--- config.mk ---
export PLATFORM = sky130hd
export DESIGN_NAME = ecg_uart_sample_rx_flat
export DESIGN_NICKNAME = d
export VERILOG_FILES = /design/src/rtl/ecg_uart_sample_rx_if.sv /design/src/rtl/ecg_uart_sample_rx.sv /design/src/flat_wrapper.sv
export SDC_FILE = /design/constraint.sdc
export NUM_CORES = 1
export LEC_CHECK = 0
export BUFFER_PORTS_ARGS = -buffer_cell sky130_fd_sc_hd__buf_2
export CAP_MARGIN = 30
export CORE_MARGIN = 2
export CORE_UTILIZATION = 50
export DETAILED_ROUTE_END_ITERATION = 10
export PLACE_DENSITY = 0.74
export REMOVE_ABC_BUFFERS = 1
export SLEW_MARGIN = 30
export SYNTH_ARGS = -nofsm -noshare
export SYNTH_HDL_FRONTEND = slang
export SYNTH_SLANG_ARGS = --single-unit
--- constraint.sdc ---
create_clock -name clk -period 2.18 [get_ports clk]
set_input_delay 0.545 -clock clk [delete_from_list [all_inputs] [get_ports clk]]
set_output_delay 0.545 -clock clk [all_outputs]
set_load 0.1 [all_outputs]
--- src/rtl/ecg_uart_sample_rx_if.sv ---
// Sample interface between the UART sample receiver and its consumer
// (alg_core). Carries the serial input line and the reassembled sample
// stream with its status strobes. When ECG_RX_PARITY_EN is defined the
// interface also carries the parity_err strobe.
interface ecg_uart_sample_rx_if #(
  parameter int SAMPLE_W = 11
);
  logic                sin;
  logic [SAMPLE_W-1:0] ecg_value;
  logic                data_valid;
  logic                frame_err;
  logic                sync_err;
  logic [15:0]         sample_cnt;
`ifdef ECG_RX_PARITY_EN
  logic                parity_err;
`endif

  // Receiver side: takes the line, produces samples and strobes.
  modport master (
    input  sin,
    output ecg_value,
    output data_valid,
    output frame_err,
    output sync_err,
    output sample_cnt
`ifdef ECG_RX_PARITY_EN
    ,
    output parity_err
`endif
  );

  // Consumer side (alg_core): reads samples and strobes.
  modport slave (
    input ecg_value,
    input data_valid,
    input frame_err,
    input sync_err,
    input sample_cnt
`ifdef ECG_RX_PARITY_EN
    ,
    input parity_err
`endif
  );
endinterface

--- src/rtl/ecg_uart_sample_rx.sv ---
// UART front end for the heart-rate core. Receives 8N1 bytes on sin,
// reassembles 11-bit ECG samples from {high byte, low byte} pairs and
// emits each with a one-cycle data_valid strobe.
// Optional feature macro: ECG_RX_PARITY_EN -- frame becomes 8E1 and a
// parity_err strobe is added to the interface.
module ecg_uart_sample_rx #(
  parameter int CLK_FREQ_HZ = 100_000_000,
  parameter int BAUD        = 115_200,
  parameter int SAMPLE_W    = 11
) (
  input logic                  clk,
  input logic                  rst,
  ecg_uart_sample_rx_if.master bus
);

  localparam int DIV   = CLK_FREQ_HZ / BAUD;
  localparam int HALF  = DIV / 2;
  localparam int BTC_W = $clog2(DIV);

  generate
    if (DIV < 16) begin : g_div_check
      $error("ecg_uart_sample_rx: CLK_FREQ_HZ/BAUD must be >= 16");
    end
    if (SAMPLE_W != 11) begin : g_width_check
      $error("ecg_uart_sample_rx: only SAMPLE_W = 11 is supported");
    end
  endgenerate

  typedef enum logic [2:0] {
    ST_IDLE,
    ST_START,
    ST_DATA,
`ifdef ECG_RX_PARITY_EN
    ST_PARITY,
`endif
    ST_STOP
  } state_t;

  state_t               state_q, state_d;
  logic                 s_meta, s;
  logic [BTC_W-1:0]     btc;
  logic [2:0]           bit_idx;
  logic [7:0]           shreg;
  logic                 bit_end, half_end;
  logic                 btc_clr, shift_en, byte_done;

  logic                 pending_q;
  logic [3:0]           hi_q;
  logic [SAMPLE_W-1:0]  ecg_q;
  logic [15:0]          sample_cnt_q;
  logic                 data_valid_q, frame_err_q, sync_err_q;

`ifdef ECG_RX_PARITY_EN
  logic                 par_en, par_bad_q, parity_err_q;
`endif

  assign bit_end  = (btc == BTC_W'(DIV - 1));
  assign half_end = (btc == BTC_W'(HALF - 1));

  // Two-flop synchronizer on the asynchronous line; idles high.
  always_ff @(posedge clk) begin
    if (rst) begin
      s_meta <= 1'b1;
      s      <= 1'b1;
    end else begin
      // NOTE: non-blocking so each stage captures the previous stage's old value.
      s_meta <= bus.sin;
      s      <= s_meta;
    end
  end

  // Byte FSM state register.
  always_ff @(posedge clk) begin
    if (rst) state_q <= ST_IDLE;
    else     state_q <= state_d;
  end

  // Byte FSM next state and per-cycle control pulses.
  always_comb begin
    // NOTE: every output gets a default first so no path infers a latch.
    state_d   = state_q;
    btc_clr   = 1'b0;
    shift_en  = 1'b0;
    byte_done = 1'b0;
`ifdef ECG_RX_PARITY_EN
    par_en    = 1'b0;
`endif
    case (state_q)
      ST_IDLE: begin
        if (!s) begin
          btc_clr = 1'b1;
          state_d = ST_START;
        end
      end
      ST_START: begin
        if (half_end) begin
          btc_clr = 1'b1;
          state_d = s ? ST_IDLE : ST_DATA;   // high at mid-start: glitch
        end
      end
      ST_DATA: begin
        if (bit_end) begin
          btc_clr  = 1'b1;
          shift_en = 1'b1;
          if (bit_idx == 3'd7) begin
`ifdef ECG_RX_PARITY_EN
            state_d = ST_PARITY;
`else
            state_d = ST_STOP;
`endif
          end
        end
      end
`ifdef ECG_RX_PARITY_EN
      ST_PARITY: begin
        if (bit_end) begin
          btc_clr = 1'b1;
          par_en  = 1'b1;
          state_d = ST_STOP;
        end
      end
`endif
      ST_STOP: begin
        if (bit_end) begin
          btc_clr   = 1'b1;
          byte_done = 1'b1;
          state_d   = ST_IDLE;                // no idle time needed before next start
        end
      end
      default: state_d = ST_IDLE;
    endcase
  end

  // Bit timing counter, bit index and LSB-first shift register.
  always_ff @(posedge clk) begin
    if (rst) begin
      btc     <= '0;
      bit_idx <= '0;
      shreg   <= '0;
    end else begin
      if (btc_clr || state_q == ST_IDLE) btc <= '0;
      else                               btc <= btc + 1'b1;

      if (state_q == ST_START) bit_idx <= '0;
      else if (shift_en)       bit_idx <= bit_idx + 1'b1;

      if (shift_en) shreg <= {s, shreg[7:1]};
    end
  end

`ifdef ECG_RX_PARITY_EN
  // Even parity: data bits plus parity bit must hold an even number of ones.
  always_ff @(posedge clk) begin
    if (rst)         par_bad_q <= 1'b0;
    else if (par_en) par_bad_q <= (^shreg) ^ s;
  end
`endif

  // Framer: validates each received byte and assembles samples.
  always_ff @(posedge clk) begin
    if (rst) begin
      pending_q    <= 1'b0;
      hi_q         <= '0;
      ecg_q        <= '0;
      sample_cnt_q <= '0;
      data_valid_q <= 1'b0;
      frame_err_q  <= 1'b0;
      sync_err_q   <= 1'b0;
`ifdef ECG_RX_PARITY_EN
      parity_err_q <= 1'b0;
`endif
    end else begin
      data_valid_q <= 1'b0;
      frame_err_q  <= 1'b0;
      sync_err_q   <= 1'b0;
`ifdef ECG_RX_PARITY_EN
      parity_err_q <= 1'b0;
`endif
      if (byte_done) begin
        if (!s) begin
          frame_err_q <= 1'b1;                // stop bit low: byte discarded
`ifdef ECG_RX_PARITY_EN
        end else if (par_bad_q) begin
          parity_err_q <= 1'b1;
`endif
        end else if (shreg[7]) begin
          if (shreg[6:4] != 3'b000) begin
            sync_err_q <= 1'b1;               // malformed high byte
          end else begin
            hi_q      <= shreg[3:0];
            pending_q <= 1'b1;
            if (pending_q) sync_err_q <= 1'b1; // earlier high nibble lost
          end
        end else if (pending_q) begin
          ecg_q        <= {hi_q, shreg[6:0]};
          data_valid_q <= 1'b1;
          sample_cnt_q <= sample_cnt_q + 16'd1;
          pending_q    <= 1'b0;
        end else begin
          sync_err_q <= 1'b1;                 // low byte without a high byte
        end
      end
    end
  end

  assign bus.ecg_value  = ecg_q;
  assign bus.data_valid = data_valid_q;
  assign bus.frame_err  = frame_err_q;
  assign bus.sync_err   = sync_err_q;
  assign bus.sample_cnt = sample_cnt_q;
`ifdef ECG_RX_PARITY_EN
  assign bus.parity_err = parity_err_q;
`endif

endmodule

--- src/flat_wrapper.sv ---
// flat-port wrapper written by rule: the top's interface ports become plain ports
module ecg_uart_sample_rx_flat 
#(
  parameter int CLK_FREQ_HZ = 100_000_000,
  parameter int BAUD        = 115_200,
  parameter int SAMPLE_W    = 11
)
  (clk, rst, bus_sin, bus_ecg_value, bus_data_valid, bus_frame_err, bus_sync_err, bus_sample_cnt);
  ecg_uart_sample_rx_if #(.SAMPLE_W(SAMPLE_W)) bus_i ();
  input logic clk;
  input logic rst;
  input wire logic [$bits(bus_i.sin)-1:0] bus_sin;
  output wire logic [$bits(bus_i.ecg_value)-1:0] bus_ecg_value;
  output wire logic [$bits(bus_i.data_valid)-1:0] bus_data_valid;
  output wire logic [$bits(bus_i.frame_err)-1:0] bus_frame_err;
  output wire logic [$bits(bus_i.sync_err)-1:0] bus_sync_err;
  output wire logic [$bits(bus_i.sample_cnt)-1:0] bus_sample_cnt;
  assign bus_i.sin = bus_sin;
  assign bus_ecg_value = bus_i.ecg_value;
  assign bus_data_valid = bus_i.data_valid;
  assign bus_frame_err = bus_i.frame_err;
  assign bus_sync_err = bus_i.sync_err;
  assign bus_sample_cnt = bus_i.sample_cnt;
  ecg_uart_sample_rx #(.CLK_FREQ_HZ(CLK_FREQ_HZ), .BAUD(BAUD), .SAMPLE_W(SAMPLE_W)) u_core (.clk(clk), .rst(rst), .bus(bus_i));
endmodule
# --- Word level (Yosys, flattened, before mapping) ---
# Cells that the tools add are included.
totals:
  out_inout_bits: 30
  regBits: 61
  in_bits: 3
  word_cells: 64
op_classes:
  n_eq_ne: 12
  n_addsub: 3
  reduce_logical: 13
  n_mux: 19
  bitwise_logic: 4
ops:
  columns: ["operator", "n"]
  rows:
  - ["adder 16 x 1 -> 16 bit (second input constant)", 1]
  - ["2-to-1 mux 3 bit", 5]
  - ["case mux 3 bit (4 select lines)", 1]
  - ["2-to-1 mux 1 bit", 11]
  - ["adder 10 x 1 -> 10 bit (second input constant)", 1]
  - ["== test 10 bit (second input constant)", 1]
  - ["== test 10 x 9 -> 1 bit (second input constant)", 1]
  - ["inequality test 2 x 1 -> 1 bit (second input constant)", 4]
  - ["AND reduction 4 bit", 2]
  - ["OR reduction 2 bit", 4]
  - ["== test 3 x 2 -> 1 bit (second input constant)", 2]
  - ["AND reduction 5 bit", 1]
  - ["inequality test 2 bit (second input constant)", 2]
  - ["inverter 1 bit", 4]
  - ["OR reduction 4 bit", 1]
  - ["adder 3 x 1 -> 3 bit (second input constant)", 1]
  - ["== test 3 x 1 -> 1 bit (second input constant)", 1]
  - ["== test 3 bit (second input constant)", 1]
  - ["logical NOT 3 bit", 1]
  - ["case mux 1 bit (3 select lines)", 1]
  - ["AND reduction 3 bit", 1]
  - ["nonzero test 3 bit", 1]
  - ["OR reduction 3 bit", 1]
  - ["2-to-1 mux 2 bit", 1]
  - ["logical OR 1 bit", 1]

# --- Longest topological paths before layout ---
# Gate-level depths: netlist (run 1).
depth:
  ltp_word: 5
  mapped_depth: 7
  depth_no_buf: 5

# --- Worst setup path before layout (run 1) ---
# No wires, ideal clock.
synth_path:
  kind: "flip-flop to flip-flop"
  startpoint: "reg u_core.sample_cnt_q[3] (netlist: u_core.bus.sample_cnt[3])"
  endpoint: "reg u_core.sample_cnt_q[14] (netlist: u_core.bus.sample_cnt[14])"
  arrival_ps: 2300
  path_stages_with_launch: 6
  setup_slack_ps: -190
  required_ps: 2110
  setup_time_ps: 70
  synth_period_minus_slack_ps: 2370
  path_buffers: 1
  path_cell_list: "dfxtp_1 -> nand4b_1 -> or4_4 -> buf_6 -> or4_1 -> a21oi_1"
synth_between:
  elab_chain_len: 1
synth_lines:
  columns: ["element", "line_no", "rtl"]
  rows:
  - ["start: declaration", "ecg_uart_sample_rx.sv:50", "logic [15:0] sample_cnt_q;"]
  - ["start signal: assignment", "ecg_uart_sample_rx.sv:197", "sample_cnt_q <= sample_cnt_q + 16'd1;"]
  - ["adder 16 x 1 -> 16 bit", "ecg_uart_sample_rx.sv:197", null]
# No other way between the ends.
# A chain may end at the register's enable or synchronous reset.

# --- Worst setup path after layout (run 1) ---
layout_path:
  startpoint: "reg u_core.btc[3]"
  endpoint: "reg u_core.sample_cnt_q[11] (netlist: u_core.bus.sample_cnt[11])"
layout_between:
  elab_chain_len: 4
layout_lines:
  columns: ["element", "line_no", "rtl"]
  rows:
  - ["start: declaration", "ecg_uart_sample_rx.sv:41", "logic [BTC_W-1:0] btc;"]
  - ["start signal: assignment", "ecg_uart_sample_rx.sv:142", "else btc <= btc + 1'b1;"]
  - ["== test 10 bit", "ecg_uart_sample_rx.sv:57", "assign bit_end = (btc == BTC_W'(DIV - 1));"]
  - ["2-to-1 mux 1 bit", "ecg_uart_sample_rx.sv:124", "if (bit_end) begin"]
  - ["2-to-1 mux 1 bit", "ecg_uart_sample_rx.sv:88", "case (state_q)"]
  - ["AND reduction 4 bit (no source line)", null, null]
# No other way between the ends.

==> impl_metrics.tcl, run 1 <==
set metrics [dict create \
    status "finished clean" \
    syn_to_final_growth_pct 19.9 \
    top_layer "met4" \
    place_congestion 0.849 \
    num_rows 25 \
    hp-class "primary input to flip-flop" \
    ys_seq_area_share_pct 48.5 \
    route.detailed.drc 0 \
    cp_max_fo 22 \
    drt-met1-wl_um 2360 \
    ios 33 \
    grt_pass1_wl_um 8500 \
    die_x_um 74.4 \
    final_max_slew_viol_count 0 \
    crit_required_ns 2.44 \
    met3_length_um 216 \
    critPathKind "flip-flop to flip-flop" \
    vias 2173 \
    syn_area_per_cell_um2 8.60 \
    antenna_left 0 \
    coreArea_um2 4750 \
    fillers 457 \
    hold_viol 0 \
    skew_ns 0.00747 \
    grt_pass1_vias 1958 \
    grt_max_degree 23 \
    synthCells 288 \
    cp-start-kind "flip-flop" \
    die_y_um 74.4 \
    ir_worst_vdd_uv 531 \
    period_needed_ns 2.01 \
    max_freq_mhz 499 \
    seqCellArea_um2 1200 \
    dr.pass1.iters 4 \
    relSlewSlack_pct 67.4 \
    grt_use_total_pct 20.1 \
    tritoncts "built" \
    drv_cap 0 \
    clock_path_buffers 2 \
    cp-end-kind "flip-flop" \
    fin_crit_sh_pct 92.0 \
    place_ws_ns 0.0867 \
    postCtsResizedCells 0 \
    hpwl_um 3630 \
    initial_core_util_pct 52.1 \
    io_buffers 32 \
    drive_gt1_share_pct 19.8 \
    wire_per_inst_um 13.0 \
    worstPathArrival_ns 2.27 \
    finalPower_uw 2220 \
    routed_wl_um 5210 \
    antenna_found_initial 0 \
    die_area_um2 5530 \
    clock_latency_ns 0.33 \
    cts.sinks 60 \
    initialDrtViolationCount 86 \
    finalSetupViolCount 0 \
    tightest_slew_ns 0.493 \
    wl_met2_um 2590 \
    path_clk_slew_ns 0.07 \
    multi_input_area_um2 1210 \
    synth_cell_types 31 \
    numCtsBuffers 9 \
    hold_ws_ns 0.397 \
    leakagePower_uw 0.00110 \
    cts_htree_levels 3 \
    ys_seq_elements 60 \
    grt_overflow 0 \
    ys_warn_count 0 \
    finalWorstSetupSlack_ns 0.174 \
    antenna_cells 0 \
    power_density_nw_per_um2 749 \
    finish.utilization_pct 62.5 \
    cts-root-buf "clkbuf_8" \
    vias_per_cell 5.43 \
    rsz0062_at_grt "no" \
    nNetsFinal 336 \
    syn-cell-area_um2 2480 \
]
[cell families after synthesis]
group / share of synthesized area (%)
AOI/OAI and AO/OA: 12.4
xor gates and xnor gates: 3.18
adders and majority gates: 2.53
buffers and inverters: 3.03
DFF: 48.5
muxes: 2.02
and+or+nand+nor: 28.4
[critical path, cell delays in order, from the launching register on]
cell       delay, ns
dfxtp_1         0.36
nand4bb_4       0.25
or4_4           0.69
or4_1           0.50
a21oi_1         0.15
[per-stage QoR]
step           instances  area, um2  setup TNS [ns]
3_5_place_dp         384       2750               0
5_1_grt              400       2970               0
4_1_cts              400       2970               0
6_report             400       2970               0
2_1_floorplan        273       2410           -3.11
3_3_place_gp         384       2750               0
[cells in the final DEF (no fill, tap or decap)]
cell	instances
o21ai_0	11
nor4_2	1
or2_2	2
nand2_1	50
bufinv_16	2
nor4_1	4
and2_1	1
and4_1	1
o31ai_1	6
dfxtp_1	60
nand4bb_4	1
xnor2_1	5
clkinv_2	3
nor2_1	20
buf_2	32
nand3_1	13
inv_1	3
and3_1	4
o221a_2	1
nand2b_1	3
nor3_1	3
or4_1	8
nor4b_1	1
or4_4	1
nand4bb_2	1
clkbuf_1	1
mux2i_1	5
ha_1	5
or3_1	11
buf_4	12
nand4b_1	2
a21oi_1	39
nand4_1	6
or4b_1	1
xor2_1	4
clkbuf_8	10
[synthesized netlist by cell type, drive strengths merged]
cell,number,area share (%)
dfxtp,60,48
nand2,50,7.6
a21oi,39,7.9
nor2,20,3.0
clkbuf,14,2.1
nand3,13,2.6
o21ai,11,2.2
or3,11,2.8
or4,9,2.9
nand4,6,1.5
o31ai,6,1.8
ha,5,2.5
mux2i,5,2.0
nor4,5,1.3
xnor2,5,1.8
and3,4,1.0
xor2,4,1.4
inv,3,0.45
nand2b,3,0.76
nor3,3,0.61
nand4b,2,0.71
nand4bb,2,1.8
or2,2,0.50
and2,1,0.25
and4,1,0.35
buf,1,0.45
nor4b,1,0.35
o221a,1,0.45
or4b,1,0.40
[registers in the layout (all words and copies together) (netlist names), 2 cells and up]
signal	flops
u_core.btc	10
u_core.bit_idx	3
u_core.hi_q	4
u_core.bus.sample_cnt	16
u_core.shreg	8
u_core.bus.ecg_value	11
u_core.state_q	2
[repair_timing]
item                                    CTS  global route
hold buffers                              0             0
endpoints found under the setup margin    0             4
buffers inserted                          0             0
[final timing paths]
check / start / to / slack, ns / cells past startpoint
setup / recovery: u_core.btc[3] / u_core.bus.sample_cnt[11] / 0.17 / 4
hold / removal: bus_sin / u_core.s_meta / 0.40 / 2
setup reg to reg: u_core.btc[3] / u_core.bus.sample_cnt[11] / 0.17 / 4
hold reg to reg: u_core.s_meta / u_core.s / 0.41 / 1
[cell type report]
type / count / share of cell area (%)
clock buffer: 11 / 4.76
clock inverter: 5 / 2.53
inverter: 3 / 0.379
multi-input combinational: 210 / 40.6
sequential: 60 / 40.4
tap: 67 / 2.82
timing repair buffer: 44 / 8.42
[layer usage]
metal  vias to the layer above  track usage (%)
met2                        39             32.4
met5                         -                0
met4                         0             9.92
met1                      1037             24.2
met3                         2             6.37
li1                       1095                -
[where the power goes]
group	switching [uW]	total [uW]	internal, uW
registers	2.92	1100	1100
logic	22.9	33.1	10.2
clock network	419	1090	669
total	445	2220	1780
(Power assumes the default switching activity.)
==> inputs of run 2 (changes only) <==
BUFFER_PORTS_ARGS = -buffer_cell sky130_fd_sc_hd__buf_4   (was -buffer_cell sky130_fd_sc_hd__buf_2)
TNS_END_PERCENT = 100   (was unset)
==> run 2 against run 1 <==
Net effect:
- clock power down 8%
- final area up 2.2%
- critical path depth is 1 higher
- non-clock buffer count unchanged
- combinational power grew 2%
- flip-flop and latch count did not move
- hold slack hardly changed
- clock-buffer cell count is 1 higher
- core utilization is 1.4 points higher
- worst setup slack worse by 0.046 ns
- sequential share of layout area fell by 0.88 points
- wire length shrank 0.17%
- highest routed layer unchanged
==> impl_metrics.tcl, run 2 (same netlist as run 1, synthesis figures left out) <==
set metrics [dict create \
    status "finished clean" \
    cp.buffers_inverters 0 \
    largest_register_ffs 16 \
    drive_gt1_share_pct 19.8 \
    cp_max_fo 22 \
    cp_slowest_stage_delay_ns 0.57 \
    critPathKind "flip-flop to flip-flop" \
    worstPathArrival_ns 2.31 \
    crit_required_ns 2.44 \
    place_ws_ns 0.0523 \
    antenna_found_initial 0 \
    vias 2185 \
    clock_latency_ns 0.33 \
    rsz0062_at_grt "no" \
    vias_per_cell 5.46 \
    dr.pass1.iters 4 \
    crit_chain "ha_1, nand4bb_2, or4_4, or4_1, a21oi_1" \
    numCtsBuffers 9 \
    die_y_um 74.4 \
    tightest_slew_ns 0.509 \
    fin_crit_sh_pct 94.1 \
    fin_tns_setup_ns 0 \
    hold_viol 0 \
    placed_cells 384 \
    wire_per_inst_um 13.0 \
    coreArea_um2 4750 \
    mostFrequentLayoutCells "60 x dfxtp_1, 50 x nand2_1, 44 x buf_4" \
    grt_use_total_pct 20.2 \
    die_area_um2 5530 \
    cp-start-kind "flip-flop" \
    drv_cap 0 \
    hold_ws_ns 0.396 \
    finalSetupViolCount 0 \
    routed_wl_um 5200 \
    grt_overflow 0 \
    relSlewSlack_pct 66.1 \
    final_max_slew_viol_count 0 \
    cts_htree_levels 3 \
    cts-root-buf "clkbuf_8" \
    ios 33 \
    cts_setup_buffers 0 \
    path_clk_slew_ns 0.07 \
    critical-path-top-delay-family "simple AND/OR/NAND/NOR gates" \
    antenna_left 0 \
    nNetsFinal 336 \
    grt_max_degree 52 \
    ir_worst_vdd_uv 490 \
    cts.sinks 60 \
    initial_core_util_pct 52.1 \
    hp-class "primary input to flip-flop" \
    route.detailed.drc 0 \
    io_buffers 32 \
    finalWorstSetupSlack_ns 0.128 \
    finish.utilization_pct 63.9 \
    clock_path_buffers 2 \
    hpwl_um 3430 \
    grt_pass1_vias 1883 \
    initialDrtViolationCount 128 \
    tritoncts "built" \
    period_needed_ns 2.05 \
    syn_to_final_growth_pct 22.6 \
    max_freq_mhz 487 \
    stdcell_count 400 \
    num_rows 25 \
    antenna_cells 0 \
    power_density_nw_per_um2 704 \
    leakagePower_uw 0.00109 \
    cpMaxStageDelayCell "or4_4" \
    skew_ns 0.00768 \
    die_x_um 74.4 \
    grt_pass1_wl_um 8550 \
    cp-end-kind "flip-flop" \
    place_congestion 0.871 \
    layout_commonest_cell "dfxtp_1" \
    fillers 402 \
]
[run 2: worst reg2reg max path, stage by stage (launching register included)]
cell and delay [ns]:
dfxtp_1 0.38, ha_1 0.21, nand4bb_2 0.17, or4_4 0.57
or4_1 0.51, a21oi_1 0.15
[run 2: area by class of cell]
class	instances	area [um2]	share of cell area, %
clock inverters	4	47.5	1.57
multi-input cells	210	1210	39.8
clock buffers	12	155	5.11
flip-flops and latches	60	1200	39.6
repair buffers	44	330	10.9
well taps	67	83.8	2.76
inverters	3	11.3	0.371
[run 2: path summary, 6_finish.rpt]
check,startpoint,endpoint,slack [ns],cells after the start
max,u_core.btc[1],u_core.bus.sample_cnt[13],0.13,5
min,bus_sin,u_core.s_meta,0.40,2
max reg2reg,u_core.btc[1],u_core.bus.sample_cnt[13],0.13,5
min reg2reg,u_core.s_meta,u_core.s,0.42,1
[run 2: timing repair]
item | 4_1_cts | 5_1_grt
gates resized for setup | 0 | 0
endpoints found under the setup margin | 0 | 5
hold endpoints to repair | 0 | 0
hold buffers | 0 | 0
[run 2: metrics by stage]
stage	instance area, um2	power, uW
floorplan	2410	1140
global placement	2830	1160
detailed placement	2830	1160
CTS	3040	2160
global route	3040	2210
finish	3040	2140
[run 2: power by group]
| group | total, uW | leakage, uW | switching, uW | internal, uW |
|---|---|---|---|---|
| Combinational | 33.8 | 0.000500 | 24.0 | 9.74 |
| Sequential | 1100 | 0.000484 | 1.59 | 1100 |
| Clock | 1000 | 0.000102 | 416 | 586 |
| Total | 2140 | 0.00109 | 441 | 1700 |
[run 2: routing by layer]
layer  track usage (%)  vias up  share of wire [%]
met4              8.13        0                1.6
met3              6.64        8                4.8
met1              25.6     1030                 48
met5                 0        -                  0
li1                  -     1102                  -
met2              31.7       45                 46
==> inputs of run 3 (changes only) <==
CORE_MARGIN = 5   (was 2)
PLACE_DENSITY = 0.73   (was 0.74)
==> run 3 against run 2 <==
Net effect:
- final area decreased by 0.25%
- clock power about the same
- final cell count decreased by 0.25%
- register-to-register slack improved by 0.05 ns
- first-iteration DRC count decreased by 27%
- power increased by 0.82%
- sequential power about the same
- critical endpoint is now u_core.bus.sample_cnt[14]
- largest cell class unchanged
==> impl_metrics.tcl, run 3 (same netlist as run 1, synthesis figures left out) <==
set metrics [dict create \
    status "finished clean" \
    coreArea_um2 4750 \
    wire_per_inst_um 13.1 \
    cts_setup_buffers 0 \
    clock_path_buffers 2 \
    antenna_left 0 \
    final_max_slew_viol_count 0 \
    nNetsFinal 335 \
    numCtsBuffers 9 \
    drive_gt1_share_pct 19.6 \
    cts_htree_levels 3 \
    antenna_found_initial 0 \
    crit_chain "nand4bb_4, or4_4, or4_1, a21oi_1" \
    hpwl_um 3520 \
    worstPathArrival_ns 2.28 \
    layout_commonest_cell "dfxtp_1" \
    period_needed_ns 2.01 \
    cts.sinks 60 \
    finalSetupViolCount 0 \
    drv_cap 0 \
    skew_ns 0.0101 \
    vias_per_cell 5.35 \
    cp-start-kind "flip-flop" \
    max_freq_mhz 498 \
    grt_use_total_pct 18.0 \
    hold_viol 0 \
    critical-path-top-delay-family "simple AND/OR/NAND/NOR gates" \
    place_congestion 0.805 \
    rsz0062_at_grt "no" \
    grt_max_degree 52 \
    initialDrtViolationCount 93 \
    num_rows 25 \
    mostFrequentLayoutCells "60 x dfxtp_1, 50 x nand2_1, 43 x buf_4" \
    grt_pass1_wl_um 8920 \
    path_clk_slew_ns 0.07 \
    routed_wl_um 5230 \
    dr.pass1.iters 4 \
    relSlewSlack_pct 66.4 \
    tritoncts "built" \
    cp_max_fo 22 \
    crit_required_ns 2.45 \
    syn_to_final_growth_pct 22.3 \
    fin_tns_setup_ns 0 \
    power_density_nw_per_um2 711 \
    cp.buffers_inverters 0 \
    route.detailed.drc 0 \
    clock_latency_ns 0.34 \
    grt_overflow 0 \
    placed_cells 383 \
    io_buffers 32 \
    antenna_cells 0 \
    ios 33 \
    ir_worst_vdd_uv 414 \
    critPathKind "flip-flop to flip-flop" \
    cp-end-kind "flip-flop" \
    initial_core_util_pct 52.1 \
    leakagePower_uw 0.00108 \
    die_y_um 80.4 \
    cp_slowest_stage_delay_ns 0.68 \
    cpMaxStageDelayCell "or4_4" \
    largest_register_ffs 16 \
    cts-root-buf "clkbuf_8" \
    die_area_um2 6460 \
    stdcell_count 399 \
    die_x_um 80.4 \
    finalPower_uw 2150 \
    fin_crit_sh_pct 92.0 \
    hp-class "primary input to flip-flop" \
    vias 2135 \
    tightest_slew_ns 0.505 \
    grt_pass1_vias 2032 \
]
run 3: layer usage:
metal | global-route usage (%) | vias up | share of wire (%)
met5 | 0 | - | 0
met4 | 7.60 | 0 | 1.8
met3 | 7.51 | 7 | 6.1
met2 | 28.2 | 49 | 46
met1 | 21.5 | 982 | 46
li1 | - | 1097 | -
run 3: area by class of cell:
type | instances | area [um2]
timing repair buffer | 43 | 323
clock buffer | 12 | 155
clock inverter | 4 | 47.5
sequential | 60 | 1200
fill | 421 | 1730
tap | 67 | 83.8
multi-input combinational | 210 | 1210
inverter | 3 | 11.3
run 3: power breakdown:
group | internal [uW] | switching [uW] | total [uW]
Clock | 586 | 434 | 1020
Sequential | 1100 | 1.64 | 1100
Combinational | 9.79 | 23.8 | 33.6
Total | 1700 | 459 | 2150
run 3: stage by stage:
stage               utilization [%]  area (um2)  hold WS, ns  setup slack (ns)
global placement               59.4        2830        0.406             0.127
global route                   63.7        3030        0.368            0.0454
floorplan                         -        2410        0.389            -0.257
finish                         63.7        3030        0.383             0.173
detailed placement             59.4        2830        0.403            0.0888
CTS                            63.7        3030        0.372            0.0751
run 3: worst paths after layout:
| check | depth (start not counted) | start | slack, ns | end |
|---|---|---|---|---|
| worst min register to register | 1 | u_core.s_meta | 0.42 | u_core.s |
| worst max-delay path | 4 | u_core.btc[8] | 0.17 | u_core.bus.sample_cnt[14] |
| worst min-delay path | 2 | bus_sin | 0.38 | u_core.s_meta |
| worst max register to register | 4 | u_core.btc[8] | 0.17 | u_core.bus.sample_cnt[14] |
run 3: what timing repair did:
action,4_1_cts,5_1_grt
gates resized for setup,0,0
setup endpoints to repair,0,4
hold buffers,0,0
